[src/rtl/ps2_dir_decoder_pkg.sv]
// Shared constants for the PS/2 direction decoder: set-2 scancodes, the
// direction encoding used by the snake control FSM, and FSM state types.
package ps2_dir_decoder_pkg;

    localparam logic [7:0] SC_EXT   = 8'hE0;
    localparam logic [7:0] SC_BRK   = 8'hF0;
    localparam logic [7:0] SC_LEFT  = 8'h6B;
    localparam logic [7:0] SC_RIGHT = 8'h74;
    localparam logic [7:0] SC_UP    = 8'h75;
    localparam logic [7:0] SC_DOWN  = 8'h72;
    localparam logic [7:0] SC_A     = 8'h1C;
    localparam logic [7:0] SC_D     = 8'h23;
    localparam logic [7:0] SC_W     = 8'h1D;
    localparam logic [7:0] SC_S     = 8'h1B;

    localparam logic [1:0] DIR_LEFT  = 2'd0;
    localparam logic [1:0] DIR_RIGHT = 2'd1;
    localparam logic [1:0] DIR_UP    = 2'd2;
    localparam logic [1:0] DIR_DOWN  = 2'd3;

    typedef enum logic [1:0] {FR_IDLE, FR_DATA, FR_PARITY, FR_STOP} frame_state_e;
    typedef enum logic [1:0] {DEC_IDLE, DEC_EXT, DEC_BRK, DEC_EXT_BRK} dec_state_e;

    typedef struct packed {
        logic       hit;
        logic [1:0] dir;
    } key_t;

    function automatic key_t arrow_key(input logic [7:0] code);
        key_t k;
        k = '0;
        case (code)
            SC_LEFT:  k = '{1'b1, DIR_LEFT};
            SC_RIGHT: k = '{1'b1, DIR_RIGHT};
            SC_UP:    k = '{1'b1, DIR_UP};
            SC_DOWN:  k = '{1'b1, DIR_DOWN};
            default:  k = '0;
        endcase
        return k;
    endfunction

    function automatic key_t wasd_key(input logic [7:0] code);
        key_t k;
        k = '0;
        case (code)
            SC_A:    k = '{1'b1, DIR_LEFT};
            SC_D:    k = '{1'b1, DIR_RIGHT};
            SC_W:    k = '{1'b1, DIR_UP};
            SC_S:    k = '{1'b1, DIR_DOWN};
            default: k = '0;
        endcase
        return k;
    endfunction

endpackage

[src/rtl/ps2_dir_decoder_if.sv]
// Decoder-to-consumer bundle: direction, held keys, raw byte stream and debug states.
interface ps2_dir_decoder_if;
    import ps2_dir_decoder_pkg::*;

    // dir_valid, rx_valid and frame_err are single-cycle strobes with no
    // ready/backpressure: the consumer must take them on the cycle they are high.
    logic [1:0]   dir;
    logic         dir_valid;
    logic [3:0]   held;
    logic [7:0]   rx_byte;
    logic         rx_valid;
    logic         frame_err;
    frame_state_e frame_state;
    dec_state_e   dec_state;

    modport master (output dir, dir_valid, held, rx_byte, rx_valid, frame_err,
                    frame_state, dec_state);
    modport slave  (input  dir, dir_valid, held, rx_byte, rx_valid, frame_err,
                    frame_state, dec_state);
endinterface

[src/rtl/ps2_dir_decoder_rx_frame.sv]
// PS/2 device-to-host frame receiver: pin synchronisers, ps2_clk glitch filter,
// start/data/parity/stop FSM and an inter-edge timeout.
module ps2_dir_decoder_rx_frame
    import ps2_dir_decoder_pkg::*;
#(
    parameter int FILTER_CYCLES  = 8,
    parameter int TIMEOUT_CYCLES = 50000
) (
    input  logic         clk,
    input  logic         reset,
    input  logic         ps2_clk,
    input  logic         ps2_dat,
    output logic [7:0]   rx_byte,
    output logic         rx_valid,
    output logic         frame_err,
    output frame_state_e state
);

    localparam int FW = $clog2(FILTER_CYCLES + 1);
    localparam int TW = $clog2(TIMEOUT_CYCLES + 1);

    logic [1:0]   clk_sync_q, clk_sync_d, dat_sync_q, dat_sync_d;
    logic         filt_q, filt_d;
    logic [FW-1:0] filt_cnt_q, filt_cnt_d;
    logic [TW-1:0] tmo_cnt_q, tmo_cnt_d;
    frame_state_e state_q, state_d;
    logic [2:0]   bit_cnt_q, bit_cnt_d;
    logic [7:0]   shift_q, shift_d;
    logic         par_ok_q, par_ok_d;
    logic [7:0]   rx_byte_q, rx_byte_d;
    logic         rx_valid_q, rx_valid_d;
    logic         frame_err_q, frame_err_d;
    logic         fall, dat_s;

    always_comb begin
        clk_sync_d = {clk_sync_q[0], ps2_clk};
        dat_sync_d = {dat_sync_q[0], ps2_dat};
        dat_s      = dat_sync_q[1];
        filt_d     = filt_q;
        filt_cnt_d = '0;
        // The filtered level only flips after FILTER_CYCLES consecutive disagreeing samples.
        if (clk_sync_q[1] != filt_q) begin
            if (filt_cnt_q == FW'(FILTER_CYCLES - 1)) filt_d = clk_sync_q[1];
            else                                      filt_cnt_d = filt_cnt_q + 1'b1;
        end
        fall = filt_q & ~filt_d;
    end

    always_comb begin
        state_d     = state_q;
        bit_cnt_d   = bit_cnt_q;
        shift_d     = shift_q;
        par_ok_d    = par_ok_q;
        rx_byte_d   = rx_byte_q;
        rx_valid_d  = 1'b0;
        frame_err_d = 1'b0;
        tmo_cnt_d   = tmo_cnt_q;
        if (fall) begin
            tmo_cnt_d = '0;
            case (state_q)
                FR_IDLE: begin
                    if (!dat_s) begin
                        state_d   = FR_DATA;
                        bit_cnt_d = '0;
                    end else begin
                        frame_err_d = 1'b1;
                    end
                end
                FR_DATA: begin
                    shift_d   = {dat_s, shift_q[7:1]};
                    bit_cnt_d = bit_cnt_q + 3'd1;
                    if (bit_cnt_q == 3'd7) state_d = FR_PARITY;
                end
                FR_PARITY: begin
                    par_ok_d = ^{dat_s, shift_q};
                    state_d  = FR_STOP;
                end
                FR_STOP: begin
                    state_d = FR_IDLE;
                    if (dat_s && par_ok_q) begin
                        rx_byte_d  = shift_q;
                        rx_valid_d = 1'b1;
                    end else begin
                        frame_err_d = 1'b1;
                    end
                end
                default: state_d = FR_IDLE;
            endcase
        end else if (state_q != FR_IDLE) begin
            if (tmo_cnt_q == TW'(TIMEOUT_CYCLES - 1)) begin
                frame_err_d = 1'b1;
                state_d     = FR_IDLE;
                tmo_cnt_d   = '0;
            end else begin
                tmo_cnt_d = tmo_cnt_q + 1'b1;
            end
        end
    end

    always_ff @(posedge clk) begin
        if (reset) begin
            clk_sync_q  <= 2'b11;
            dat_sync_q  <= 2'b11;
            filt_q      <= 1'b1;
            filt_cnt_q  <= '0;
            tmo_cnt_q   <= '0;
            state_q     <= FR_IDLE;
            bit_cnt_q   <= '0;
            shift_q     <= '0;
            par_ok_q    <= 1'b0;
            rx_byte_q   <= '0;
            rx_valid_q  <= 1'b0;
            frame_err_q <= 1'b0;
        end else begin
            clk_sync_q  <= clk_sync_d;
            dat_sync_q  <= dat_sync_d;
            filt_q      <= filt_d;
            filt_cnt_q  <= filt_cnt_d;
            tmo_cnt_q   <= tmo_cnt_d;
            state_q     <= state_d;
            bit_cnt_q   <= bit_cnt_d;
            shift_q     <= shift_d;
            par_ok_q    <= par_ok_d;
            rx_byte_q   <= rx_byte_d;
            rx_valid_q  <= rx_valid_d;
            frame_err_q <= frame_err_d;
        end
    end

    assign rx_byte   = rx_byte_q;
    assign rx_valid  = rx_valid_q;
    assign frame_err = frame_err_q;
    assign state     = state_q;

endmodule

[src/rtl/ps2_dir_decoder.sv]
// PS/2 keyboard direction decoder: turns E0-prefixed arrow make/break codes into
// a direction code and held-key flags. Define PS2_WASD_EN to also accept WASD.
module ps2_dir_decoder
    import ps2_dir_decoder_pkg::*;
#(
    parameter int FILTER_CYCLES  = 8,
    parameter int TIMEOUT_CYCLES = 50000
) (
    input  logic clk,
    input  logic reset,
    input  logic ps2_clk,
    input  logic ps2_dat,
    ps2_dir_decoder_if.master bus
);

    logic [7:0]   rx_byte;
    logic         rx_valid, frame_err;
    frame_state_e frame_state;

    ps2_dir_decoder_rx_frame #(
        .FILTER_CYCLES (FILTER_CYCLES),
        .TIMEOUT_CYCLES(TIMEOUT_CYCLES)
    ) u_rx (
        .clk      (clk),
        .reset    (reset),
        .ps2_clk  (ps2_clk),
        .ps2_dat  (ps2_dat),
        .rx_byte  (rx_byte),
        .rx_valid (rx_valid),
        .frame_err(frame_err),
        .state    (frame_state)
    );

    dec_state_e dec_state_q, dec_state_d;
    logic [1:0] dir_q, dir_d;
    logic       dir_valid_q, dir_valid_d;
    logic [3:0] held_q, held_d;
    logic       is_ext, is_brk;
    key_t       key;

    always_comb begin
        dec_state_d = dec_state_q;
        dir_d       = dir_q;
        dir_valid_d = 1'b0;
        held_d      = held_q;
        is_ext      = (dec_state_q == DEC_EXT) || (dec_state_q == DEC_EXT_BRK);
        is_brk      = (dec_state_q == DEC_BRK) || (dec_state_q == DEC_EXT_BRK);
        key         = '0;
        if (is_ext) key = arrow_key(rx_byte);
`ifdef PS2_WASD_EN
        if (!is_ext) key = wasd_key(rx_byte);
`endif
        // A framing error means any pending prefix may belong to a lost byte.
        if (frame_err) begin
            dec_state_d = DEC_IDLE;
        end else if (rx_valid) begin
            if (rx_byte == SC_EXT) begin
                dec_state_d = is_brk ? DEC_EXT_BRK : DEC_EXT;
            end else if (rx_byte == SC_BRK) begin
                dec_state_d = is_ext ? DEC_EXT_BRK : DEC_BRK;
            end else begin
                dec_state_d = DEC_IDLE;
                if (key.hit) begin
                    if (is_brk) begin
                        held_d[key.dir] = 1'b0;
                    end else begin
                        held_d[key.dir] = 1'b1;
                        dir_d           = key.dir;
                        dir_valid_d     = 1'b1;
                    end
                end
            end
        end
    end

    always_ff @(posedge clk) begin
        if (reset) begin
            dec_state_q <= DEC_IDLE;
            dir_q       <= DIR_RIGHT;
            dir_valid_q <= 1'b0;
            held_q      <= '0;
        end else begin
            dec_state_q <= dec_state_d;
            dir_q       <= dir_d;
            dir_valid_q <= dir_valid_d;
            held_q      <= held_d;
        end
    end

    assign bus.dir         = dir_q;
    assign bus.dir_valid   = dir_valid_q;
    assign bus.held        = held_q;
    assign bus.rx_byte     = rx_byte;
    assign bus.rx_valid    = rx_valid;
    assign bus.frame_err   = frame_err;
    assign bus.frame_state = frame_state;
    assign bus.dec_state   = dec_state_q;

endmodule

[src/flat_wrapper.sv]
// flat-port wrapper written by rule: the top's interface ports become plain ports
module ps2_dir_decoder_flat import ps2_dir_decoder_pkg::*;
#(
    parameter int FILTER_CYCLES  = 8,
    parameter int TIMEOUT_CYCLES = 50000
)
  (clk, reset, ps2_clk, ps2_dat, bus_dir, bus_dir_valid, bus_held, bus_rx_byte, bus_rx_valid, bus_frame_err, bus_frame_state, bus_dec_state);
  ps2_dir_decoder_if bus_i ();
  input  logic clk;
  input  logic reset;
  input  logic ps2_clk;
  input  logic ps2_dat;
  output wire logic [$bits(bus_i.dir)-1:0] bus_dir;
  output wire logic [$bits(bus_i.dir_valid)-1:0] bus_dir_valid;
  output wire logic [$bits(bus_i.held)-1:0] bus_held;
  output wire logic [$bits(bus_i.rx_byte)-1:0] bus_rx_byte;
  output wire logic [$bits(bus_i.rx_valid)-1:0] bus_rx_valid;
  output wire logic [$bits(bus_i.frame_err)-1:0] bus_frame_err;
  output wire logic [$bits(bus_i.frame_state)-1:0] bus_frame_state;
  output wire logic [$bits(bus_i.dec_state)-1:0] bus_dec_state;
  assign bus_dir = bus_i.dir;
  assign bus_dir_valid = bus_i.dir_valid;
  assign bus_held = bus_i.held;
  assign bus_rx_byte = bus_i.rx_byte;
  assign bus_rx_valid = bus_i.rx_valid;
  assign bus_frame_err = bus_i.frame_err;
  assign bus_frame_state = bus_i.frame_state;
  assign bus_dec_state = bus_i.dec_state;
  ps2_dir_decoder #(.FILTER_CYCLES(FILTER_CYCLES), .TIMEOUT_CYCLES(TIMEOUT_CYCLES)) u_core (.clk(clk), .reset(reset), .ps2_clk(ps2_clk), .ps2_dat(ps2_dat), .bus(bus_i));
endmodule
[config.mk]
export PLATFORM = sky130hd
export DESIGN_NAME = ps2_dir_decoder_flat
export DESIGN_NICKNAME = d
export VERILOG_FILES = /design/src/rtl/ps2_dir_decoder_pkg.sv /design/src/rtl/ps2_dir_decoder_if.sv /design/src/rtl/ps2_dir_decoder_rx_frame.sv /design/src/rtl/ps2_dir_decoder.sv /design/src/flat_wrapper.sv
export SDC_FILE = /design/constraint.sdc
export NUM_CORES = 1
export LEC_CHECK = 0
export BUFFER_PORTS_ARGS = -buffer_cell sky130_fd_sc_hd__buf_2
export CORE_MARGIN = 1
export CORE_UTILIZATION = 30
export DETAILED_ROUTE_END_ITERATION = 10
export GPL_ROUTABILITY_DRIVEN = 0
export GPL_TIMING_DRIVEN = 0
export PLACE_DENSITY = 0.47
export SLEW_MARGIN = 10
export SYNTH_ARGS = -nofsm -noshare
export SYNTH_HDL_FRONTEND = slang
export SYNTH_SLANG_ARGS = --single-unit
[constraint.sdc]
create_clock -name clk -period 2.67 [get_ports clk]
set_input_delay 0.4005 -clock clk [delete_from_list [all_inputs] [get_ports clk]]
set_output_delay 0.4005 -clock clk [all_outputs]
set_load 0.1 [all_outputs]
==> summary.md, run 1 <==
| Metric | Value |
|---|---|
| Status | `complete, no violations` |
| WHS | `0.245 ns` |
| Seq/Total Area, Yosys | `43.3%` |
| Post-synth EDFFs | `0` |
| Port bufs | `24` |
| Worst Path Arrival | `2.51 ns` |
| RSZ-0062 raised after global routing | `false` |
| Max Cap Viol | `0` |
| Prevailing post-synth register cell | `dfxtp_1` |
| CP endpoint kind | `flip-flop` |
| Area delta synth->final | `17.7%` |
| Initial DRC Count | `71` |
| Clk buf depth | `2` |
| Clk pin slew, worst setup/hold paths | `roughly 0.07 ns` |
| Vias/cell | `4.71` |
| Worst VDD drop | `0.000339 V` |
| Number of synthesis warnings | `0` |
| DR DRC count | `0` |
| Commonest non-fill, non-tap cell in the layout | `dfxtp_1` |
| Synth Cell Area | `between 2000 and 3000 µm²` |
| Tmin final | `2.28 ns` |
| Setup crit start kind | `flip-flop` |
| Slew at the pin closest to its max-slew limit | `0.719 ns` |
| Resize count post-CTS | `0` |
| Crit Path Category | `flip-flop to flip-flop` |
| PD cells | `567 nW/µm²` |
| Clock sink total | `58` |
| Fraction of registers with async set/reset | `0%` |
| DR pass1 iterations | `4` |
| Final net count | `340` |
| Hold Crit Endpoint | `u_core.u_rx.clk_sync_q[0]$_SDFF_PP1_` |
| Setup TNS | `0 ns` |
| Final hold vios | `0` |
| Share of cells above drive strength 1 | `between 15 and 20%` |
| FILL cells | `901` |
| P_leak | `1.18 nW` |
| Chip width | `96.5 µm` |
| Final Instance Count excl. Fillers | `439` |
| Worst-skew pair later-pin latency | `0.33 ns` |
| Post-DRT Antenna Nets | `0` |
| DIE AREA | `slightly above 9000 µm²` |
| Commonest non-fill, non-tap cells in the layout | `56 x dfxtp_1, 42 x nor2_1, 28 x buf_2` |
| Period utilization | `85.5%` |
| Worst-path maximum fanout | `10` |
| Grt ovf | `0` |
| Worst Reg-to-Reg Cells | `8` |
| DR WL/cell | `12.4 µm` |
| Hold_sp | `ps2_clk` |
| CP Data Required Time | `2.90 ns` |
| Min-Delay Path Depth | `2` |
| CTS tree | `yes` |
| Final setup viols | `0` |
| Pin count of the biggest net entering global routing | `11` |
| TritonCTS Buffers | `9` |
| Drt total wl | `5450 µm` |
| Worst Clk Skew | `0.00876 ns` |
| Fmax | `~440 MHz` |
| H-tree Lvls | `3` |
| Hpwl dp | `3960 µm` |
| Reg2reg setup slack | `0.39 ns` |
| Slew Viols, Final | `0` |
| Post-CTS Hold Fix Bufs | `0` |
| Global-route wire length before repair | `9120 µm` |
| R2R Path Start | `u_core.u_rx.state[0]$_SDFFE_PP0P_` |
| Avg Cell Area, Syn | `9.18 µm²` |
| Min-delay worst type | `input port to flip-flop` |
| Ant. Diodes | `0` |
| Library cells used by synthesis | `48` |
| Yosys reg bits | `58` |
| Setup Fix Bufs, Post-CTS | `0` |
| Starting Density | `around 30%` |
| All-Layer GR Usage | `12.9%` |
| Vias in the first global route | `1,908` |
| Top-level I/O count | `25` |
| Mapped Cells | `292` |
| Placeable Area | `8680 µm²` |
| Net Count, Synth | `roughly 310` |
| Via Count | `2,066` |
| DIE HEIGHT | `96.5 µm` |
| CTS root buf | `clkbuf_8` |
| R2r endpoint | `u_core.u_rx.tmo_cnt_q[15]$_SDFFE_PP0P_` |
| Relative slew slack | `51.7%` |
| Placed cells | `424` |
| Cell Rows | `34` |
| Initial antenna violation count | `0` |
sequential cells by signal, indices dropped and copies added (netlist names), 2 cells and up, named ones only:
name                    cells
u_core.bus.dec_state        2
u_core.bus.dir              2
u_core.u_rx.bit_cnt_q       3
u_core.u_rx.clk_sync_q      2
u_core.u_rx.dat_sync_q      2
u_core.u_rx.filt_cnt_q      4
u_core.u_rx.rx_byte         8
u_core.u_rx.shift_q         8
u_core.u_rx.state           2
u_core.u_rx.tmo_cnt_q      16
final cells by class:
type | instances | area (µm²) | area share (%)
Timing Repair Buffer | 24 | 120 | 3.81
Clock inverter | 5 | 78.8 | 2.50
Sequential cell | 58 | 1160 | 36.9
Clock buffer | 10 | 138 | 4.36
Inverter | 7 | 26.3 | 0.833
Tap cell | 108 | 135 | 4.28
Multi-Input combinational cell | 214 | 1420 | 45.0
Buffer | 13 | 72.6 | 2.30
logic make-up after synthesis:
group	after synthesis	synth area share (%)
flops	58	43.3
compound gates	32	8.31
xor+xnor	25	8.68
simple gates	132	25.8
mux	16	6.02
buf+inv	20	3.69
fa+ha+maj	9	4.20
worst max-delay path, stage by stage (launching register included):
cell and delay [ns]:
dfxtp_2 0.37, inv_1 0.08, ha_1 0.21, buf_2 0.19
nand4b_1 0.25, nor4_1 0.68, nand3_1 0.17, xor2_1 0.17
nor2_1 0.05
power breakdown:
group	internal [mW]	switching (mW)
Sequential	0.868	0.00129
Combinational	0.0125	0.0211
Clock	0.544	0.340
worst max-delay path by stage:
stage                                                  from                                endpoint  cells past startpoint
after global routing      u_core.u_rx.state[1]$_SDFFE_PP0P_  u_core.u_rx.tmo_cnt_q[15]$_SDFFE_PP0P_                      8
after detailed placement  u_core.u_rx.state[0]$_SDFFE_PP0P_   u_core.u_rx.tmo_cnt_q[0]$_SDFFE_PP0P_                      9
final                     u_core.u_rx.state[0]$_SDFFE_PP0P_  u_core.u_rx.tmo_cnt_q[15]$_SDFFE_PP0P_                      8
after CTS                 u_core.u_rx.state[0]$_SDFFE_PP0P_   u_core.u_rx.tmo_cnt_q[0]$_SDFFE_PP0P_                      9
after global placement    u_core.u_rx.state[0]$_SDFFE_PP0P_   u_core.u_rx.tmo_cnt_q[0]$_SDFFE_PP0P_                      9
after floorplan           u_core.u_rx.state[0]$_SDFFE_PP0P_   u_core.u_rx.tmo_cnt_q[8]$_SDFFE_PP0P_                      9
routing by layer:
| layer | vias up | track usage [%] | share of wire (%) |
|---|---|---|---|
| met4 | 0 | 4.04 | 1.0 |
| li1 | 1079 | - | - |
| met5 | - | 0 | 0 |
| met2 | 24 | 18.7 | 43 |
| met3 | 5 | 4.46 | 3.5 |
| met1 | 958 | 17.8 | 53 |
stage by stage:
stage / area (µm²) / total power [mW] / setup WS, ns / utilization (%)
detailed placement: 2940 / 0.924 / 0.405 / 33.9
finish: 3150 / 1.79 / 0.388 / 36.3
global placement: 2940 / 0.924 / 0.406 / 33.9
CTS: 3150 / 1.83 / 0.385 / 36.3
floorplan: 2680 / 0.913 / 0.187 / -
global route: 3150 / 1.86 / 0.238 / 36.3
cell usage after synthesis, drive strengths merged (2+ instances only):
library cell / instances / area [µm²]
dfxtp: 58 / 1160
nor2: 42 / 158
nand2: 25 / 93.8
a21oi: 16 / 80.1
mux2i: 15 / 150
nand3: 14 / 70.1
xnor2: 13 / 114
xor2: 11 / 96.3
ha: 9 / 113
buf: 7 / 50.0
inv: 7 / 26.3
nor3: 7 / 35.0
or2: 7 / 43.8
clkbuf: 6 / 22.5
nor2b: 5 / 31.3
nor4: 5 / 46.3
nand2b: 4 / 25.0
nand4b: 4 / 41.3
a211oi: 3 / 27.5
a21o: 3 / 22.5
nand4: 3 / 18.8
or3: 3 / 18.8
a32o: 2 / 20.0
a32oi: 2 / 17.5
and2: 2 / 12.5
and3b: 2 / 17.5
nand3b: 2 / 15.0
Power figures use the tool's default switching activity.
==> inputs of run 2 (changes only) <==
--- a/config.mk
+++ b/config.mk
@@ -6,12 +6,13 @@
 export NUM_CORES = 1
 export LEC_CHECK = 0
 export BUFFER_PORTS_ARGS = -buffer_cell sky130_fd_sc_hd__buf_2
+export CORE_ASPECT_RATIO = 1.2
 export CORE_MARGIN = 1
-export CORE_UTILIZATION = 30
+export CORE_UTILIZATION = 58
 export DETAILED_ROUTE_END_ITERATION = 10
 export GPL_ROUTABILITY_DRIVEN = 0
 export GPL_TIMING_DRIVEN = 0
-export PLACE_DENSITY = 0.47
+export PLACE_DENSITY = 0.79
 export SLEW_MARGIN = 10
 export SYNTH_ARGS = -nofsm -noshare
 export SYNTH_HDL_FRONTEND = slang
==> run 2 against run 1 <==
  * Clock power increased by 21%
  * Power rose by 11%
  * First-iteration DRC count increased by 96%
  * Clock skew about the same
  * Register-to-register slack got worse by 0.06 ns
  * Wire length is 3.8% lower
==> summary.md, run 2 (synthesized netlist as in run 1, its figures left out) <==
| Metric | Value |
|---|---|
| P_leak | `~1.2 nW` |
| Initial DRC Count | `139` |
| Final Instance Count excl. Fillers | `388` |
| Crit Path Category | `flip-flop to flip-flop` |
| Initial antenna violation count | `0` |
| Vias in the first global route | `between 2,000 and 2,500` |
| DIE HEIGHT | `between 70 and 80 µm` |
| Multi-input logic area | `1420 µm²` |
| DR WL/cell | `13.5 µm` |
| Period utilization | `87.6%` |
| DIE AREA | `4900 µm²` |
| Grt ovf | `0` |
| Worst VDD drop | `approximately 0.00040 V` |
| Final setup viols | `0` |
| DR pass1 iterations | `4` |
| Global-route wire length before repair | `9450 µm` |
| RSZ-0062 raised after global routing | `false` |
| Placeable Area | `approximately 4400 µm²` |
| Final net count | `340` |
| Via Count | `between 2,000 and 2,500` |
| Commonest non-fill, non-tap cells in the layout | `56 x dfxtp_1, 42 x nor2_1, 28 x buf_2` |
| Clk pin slew, worst setup/hold paths | `0.07 ns` |
| CTS root buf | `clkbuf_8` |
| Status | `complete, no violations` |
| Vias/cell | `5.53` |
| PD cells | `630 nW/µm²` |
| CP Data Required Time | `2.89 ns` |
| FF+latch area | `1160 µm²` |
| DR DRC count | `0` |
| Clk buf depth | `2` |
| H-tree Lvls | `3` |
| Hpwl dp | `3720 µm` |
| Post-CTS Hold Fix Bufs | `0` |
| Max Cap Viol | `0` |
| Placed cells | `372` |
| Fmax | `428 MHz` |
| Top-level I/O count | `25` |
| Setup crit start kind | `flip-flop` |
| Final hold vios | `0` |
| Setup Fix Bufs, Post-CTS | `0` |
| Relative slew slack | `53.9%` |
| TritonCTS Buffers | `9` |
| Min-delay worst type | `input port to flip-flop` |
| Resize count post-CTS | `0` |
| Starting Density | `61.5%` |
| DP Area | `between 2000 and 3000 µm²` |
| Tmin final | `2.34 ns` |
| Port bufs | `24` |
| Share of cells above drive strength 1 | `18.4%` |
| Largest Register | `u_core.u_rx.tmo_cnt_q` |
| Ant. Diodes | `0` |
| Worst-skew pair later-pin latency | `0.33 ns` |
| FILL cells | `331` |
| Worst Path Arrival | `2.56 ns` |
| Slew Viols, Final | `0` |
| Worst-path maximum fanout | `10` |
| Worst Clk Skew | `0.00925 ns` |
| Setup TNS | `0 ns` |
| Commonest non-fill, non-tap cell in the layout | `dfxtp_1` |
| Cell Rows | `26` |
| Clock sink total | `58` |
| Slew at the pin closest to its max-slew limit | `0.685 ns` |
| Area delta synth->final | `17.1%` |
| Chip width | `approximately 64 µm` |
| Pin count of the biggest net entering global routing | `12` |
| Final core occ | `72.0%` |
| Cell area after layout | `3140 µm²` |
| All-Layer GR Usage | `24.3%` |
| CP endpoint kind | `flip-flop` |
| CTS tree | `yes` |
| Max reg flops | `16` |
| Post-DRT Antenna Nets | `0` |
| Drt total wl | `5240 µm` |
## run 2: cell types whose count changed in the layout (fill, tap and decap cells not counted)
cell / change
clkinvlp_4: +1
clkbuf_8: -1
clkinv_2: -1
bufinv_16: +2
## run 2: power breakdown
part           switching [mW]  total (mW)  internal (mW)  leakage [nW]
sequential            0.00128       0.869          0.868         0.469
clock                   0.361        1.07          0.714         0.129
combinational          0.0207      0.0332         0.0125         0.601
total                   0.383        1.98           1.59          1.20
## run 2: cell type report
cell class,count,share of cell area [%]
clock inverters,7,4.51
inverters,7,0.837
repair buffers,24,3.83
clock buffers,9,3.95
plain buffers,13,2.31
flip-flops and latches,58,37.1
well taps,56,2.23
multi-input cells,214,45.3
## run 2: final timing paths
kind                                                           start                                      to  slack [ns]  depth (start not counted)
worst max register to register     u_core.u_rx.state[0]$_SDFFE_PP0P_  u_core.u_rx.tmo_cnt_q[15]$_SDFFE_PP0P_        0.33                          8
worst min register to register  u_core.u_rx.dat_sync_q[0]$_SDFF_PP1_    u_core.u_rx.dat_sync_q[1]$_SDFF_PP1_        0.42                          1
worst max-delay path               u_core.u_rx.state[0]$_SDFFE_PP0P_  u_core.u_rx.tmo_cnt_q[15]$_SDFFE_PP0P_        0.33                          8
worst min-delay path                                         ps2_dat    u_core.u_rx.dat_sync_q[0]$_SDFF_PP1_        0.25                          2
## run 2: routing by layer
layer | vias to the layer above | track usage (%) | wire length [µm]
met5 | - | 0 | 0
li1 | 1074 | - | -
met2 | 43 | 39.3 | 2500
met1 | 1019 | 30.6 | 2490
met3 | 10 | 4.19 | 162
met4 | 0 | 13.0 | 78
## run 2: through the flow
stage          setup slack (ns)  power [mW]  hold slack, ns
6_report                  0.332        1.98           0.248
2_1_floorplan             0.187       0.913           0.389
3_5_place_dp              0.386       0.923           0.405
3_3_place_gp              0.417       0.922           0.394
4_1_cts                   0.338        1.99           0.240
5_1_grt                   0.216        2.04           0.246
## run 2: critical path, stage by stage (launching register included)
cell and delay [ns]:
dfxtp_2 0.37, inv_1 0.08, ha_1 0.22, buf_2 0.19, nand4b_1 0.26, nor4_1 0.65
nand3_1 0.19, xor2_1 0.20, nor2_1 0.06
==> inputs of run 3 (changes only) <==
--- a/config.mk
+++ b/config.mk
@@ -6,13 +6,16 @@
 export NUM_CORES = 1
 export LEC_CHECK = 0
 export BUFFER_PORTS_ARGS = -buffer_cell sky130_fd_sc_hd__buf_2
-export CORE_ASPECT_RATIO = 1.2
+export CELL_PAD_IN_SITES_DETAIL_PLACEMENT = 2
+export CELL_PAD_IN_SITES_GLOBAL_PLACEMENT = 2
+export CORE_ASPECT_RATIO = 0.8
 export CORE_MARGIN = 1
-export CORE_UTILIZATION = 58
+export CORE_UTILIZATION = 36
 export DETAILED_ROUTE_END_ITERATION = 10
 export GPL_ROUTABILITY_DRIVEN = 0
 export GPL_TIMING_DRIVEN = 0
-export PLACE_DENSITY = 0.79
+export PLACE_DENSITY = 0.78
+export RECOVER_POWER = 50
 export SLEW_MARGIN = 10
 export SYNTH_ARGS = -nofsm -noshare
 export SYNTH_HDL_FRONTEND = slang
==> run 3 against run 2 <==
  * Combinational power up 6.6%
  * Cell count up 8.0%
  * Clock power down 32%
  * Sequential power about the same
  * Wire length up 37%
  * Critical path depth up 1
  * Clock skew about the same
  * Non-clock buffer count unchanged
  * Utilization down 29 points
  * Clock-buffer cell count up 2
  * Largest cell class unchanged
==> summary.md, run 3 (synthesized netlist as in run 1, its figures left out) <==
| Metric | Value |
|---|---|
| Worst Clk Skew | `around 0.0095 ns` |
| Critical path cell sequence | `inv_1, ha_1, nand4b_2, or4_4, nor4_4, or3_1, buf_6, buf_8, nor2_1` |
| Cell Rows | `27` |
| Global-route wire length before repair | `12,400 µm` |
| Min-Delay Path Depth | `2` |
| CTS tree | `yes` |
| Ant. Diodes | `0` |
| Vias/cell | `5.25` |
| TritonCTS Buffers | `9` |
| P_leak | `between 1 and 1.5 nW` |
| Via Count | `about 2,200` |
| Resize count post-CTS | `0` |
| Vias in the first global route | `roughly 2,400` |
| Post-CTS Hold Fix Bufs | `0` |
| Setup Fix Bufs, Post-CTS | `0` |
| Final hold vios | `0` |
| Clk pin slew, worst setup/hold paths | `around 0.07 ns` |
| Critical path origin | `u_core.u_rx.state[1]$_SDFFE_PP0P_` |
| Post-DRT Antenna Nets | `0` |
| Slew Viols, Final | `0` |
| Period utilization | `roughly nine tenths` |
| CP endpoint kind | `flip-flop` |
| Setup crit start kind | `flip-flop` |
| Max Cap Viol | `0` |
| Drt total wl | `7180 µm` |
| All-Layer GR Usage | `20.8%` |
| Final setup viols | `0` |
| Hold_sp | `ps2_dat` |
| Largest Register | `u_core.u_rx.tmo_cnt_q` |
| RSZ-0062 raised after global routing | `false` |
| DIE AREA | `7800 µm²` |
| Worst-skew pair later-pin latency | `approximately 0.34 ns` |
| Commonest non-fill, non-tap cells in the layout | `56 x dfxtp_1, 42 x nor2_1, 29 x clkbuf_1` |
| Status | `complete, no violations` |
| Starting Density | `38.1%` |
| Final Instance Count excl. Fillers | `419` |
| Initial antenna violation count | `0` |
| Max reg flops | `16` |
| Fmax | `422 MHz` |
| Worst Reg-to-Reg Cells | `9` |
| Worst-path maximum fanout | `10` |
| Final net count | `340` |
| Initial DRC Count | `between 50 and 60` |
| Placed cells | `403` |
| Clk buf depth | `2` |
| Port bufs | `24` |
| Area delta synth->final | `13.8%` |
| Share of cells above drive strength 1 | `11.1%` |
| Placeable Area | `7030 µm²` |
| H-tree Lvls | `3` |
| Slowest-stage cell, CP | `or4_4` |
| Pin count of the biggest net entering global routing | `11` |
| Setup TNS | `0 ns` |
| CTS root buf | `clkbuf_8` |
| DIE HEIGHT | `just under 80 µm` |
| Min-delay worst type | `input port to flip-flop` |
| DR DRC count | `0` |
| Hpwl dp | `5140 µm` |
| Top-level I/O count | `25` |
| CP Data Required Time | `2.90 ns` |
| Grt ovf | `0` |
| Slew at the pin closest to its max-slew limit | `1.17 ns` |
| DR WL/cell | `17.1 µm` |
| Crit Path Category | `flip-flop to flip-flop` |
| Worst VDD drop | `between 0.0002 and 0.0003 V` |
| R2R Path Start | `u_core.u_rx.state[1]$_SDFFE_PP0P_` |
| Tmin final | `2.37 ns` |
| Clock sink total | `58` |
| Chip width | `98.5 µm` |
| DR pass1 iterations | `4` |
| Worst Path Arrival | `2.60 ns` |
| CP peak stage delay | `0.52 ns` |
| Commonest non-fill, non-tap cell in the layout | `dfxtp_1` |
| PD cells | `534 nW/µm²` |
| Relative slew slack | `~22%` |
run 3: changes by cell type in the layout (fill, tap and decap cells not counted), sizes merged:
cell,change
buf,-22
bufinv,-4
clkbuf,+24
clkinv,+1
clkinvlp,+1
run 3: path summary, 6_finish.rpt:
path                                                 to  slack, ns
setup / recovery  u_core.u_rx.tmo_cnt_q[0]$_SDFFE_PP0P_       0.30
hold / removal     u_core.u_rx.dat_sync_q[0]$_SDFF_PP1_       0.24
setup reg to reg  u_core.u_rx.tmo_cnt_q[0]$_SDFFE_PP0P_       0.30
hold reg to reg    u_core.u_rx.clk_sync_q[1]$_SDFF_PP1_       0.41
run 3: cell type report:
cell class,instances,area (µm²)
plain buffers,13,72.6
clock buffers,11,141
clock inverters,5,30.0
fillers,793,3980
inverters,7,26.3
multi-input cells,214,1420
flip-flops and latches,58,1160
well taps,87,109
repair buffers,24,92.6
run 3: metrics by stage:
step           power, mW  hold slack (ns)  util (%)  area (µm²)  setup slack [ns]
2_1_floorplan      0.913            0.389         -        2680             0.187
3_3_place_gp       0.925            0.394      41.4        2910             0.345
3_5_place_dp       0.926            0.402      41.4        2910             0.327
4_1_cts             1.65            0.227      43.9        3080             0.263
5_1_grt             1.69            0.236      43.4        3050             0.140
6_report            1.63            0.242      43.4        3050             0.301
run 3: metal layers:
layer	GRT usage [%]	share of wire (%)	wire length, µm	up-vias
li1	-	-	-	1070
met1	28.6	52	3750	1099
met2	32.2	44	3180	23
met3	4.75	2.3	163	9
met4	6.72	1.2	83	0
met5	0	0	0	-
run 3: critical path, delay by kind of cell (launching register included):
family                     cells  cell delay [ns]
adders and majority gates      1             0.22
buffers and inverters          3             0.37
DFF                            1             0.38
and+or+nand+nor                5             1.29
run 3: power by group:
part	internal [mW]	switching (mW)	leakage, nW
sequential	0.868	0.00127	0.469
combinational	0.0123	0.0231	0.509
clock	0.357	0.368	0.0851
total	1.24	0.393	1.06
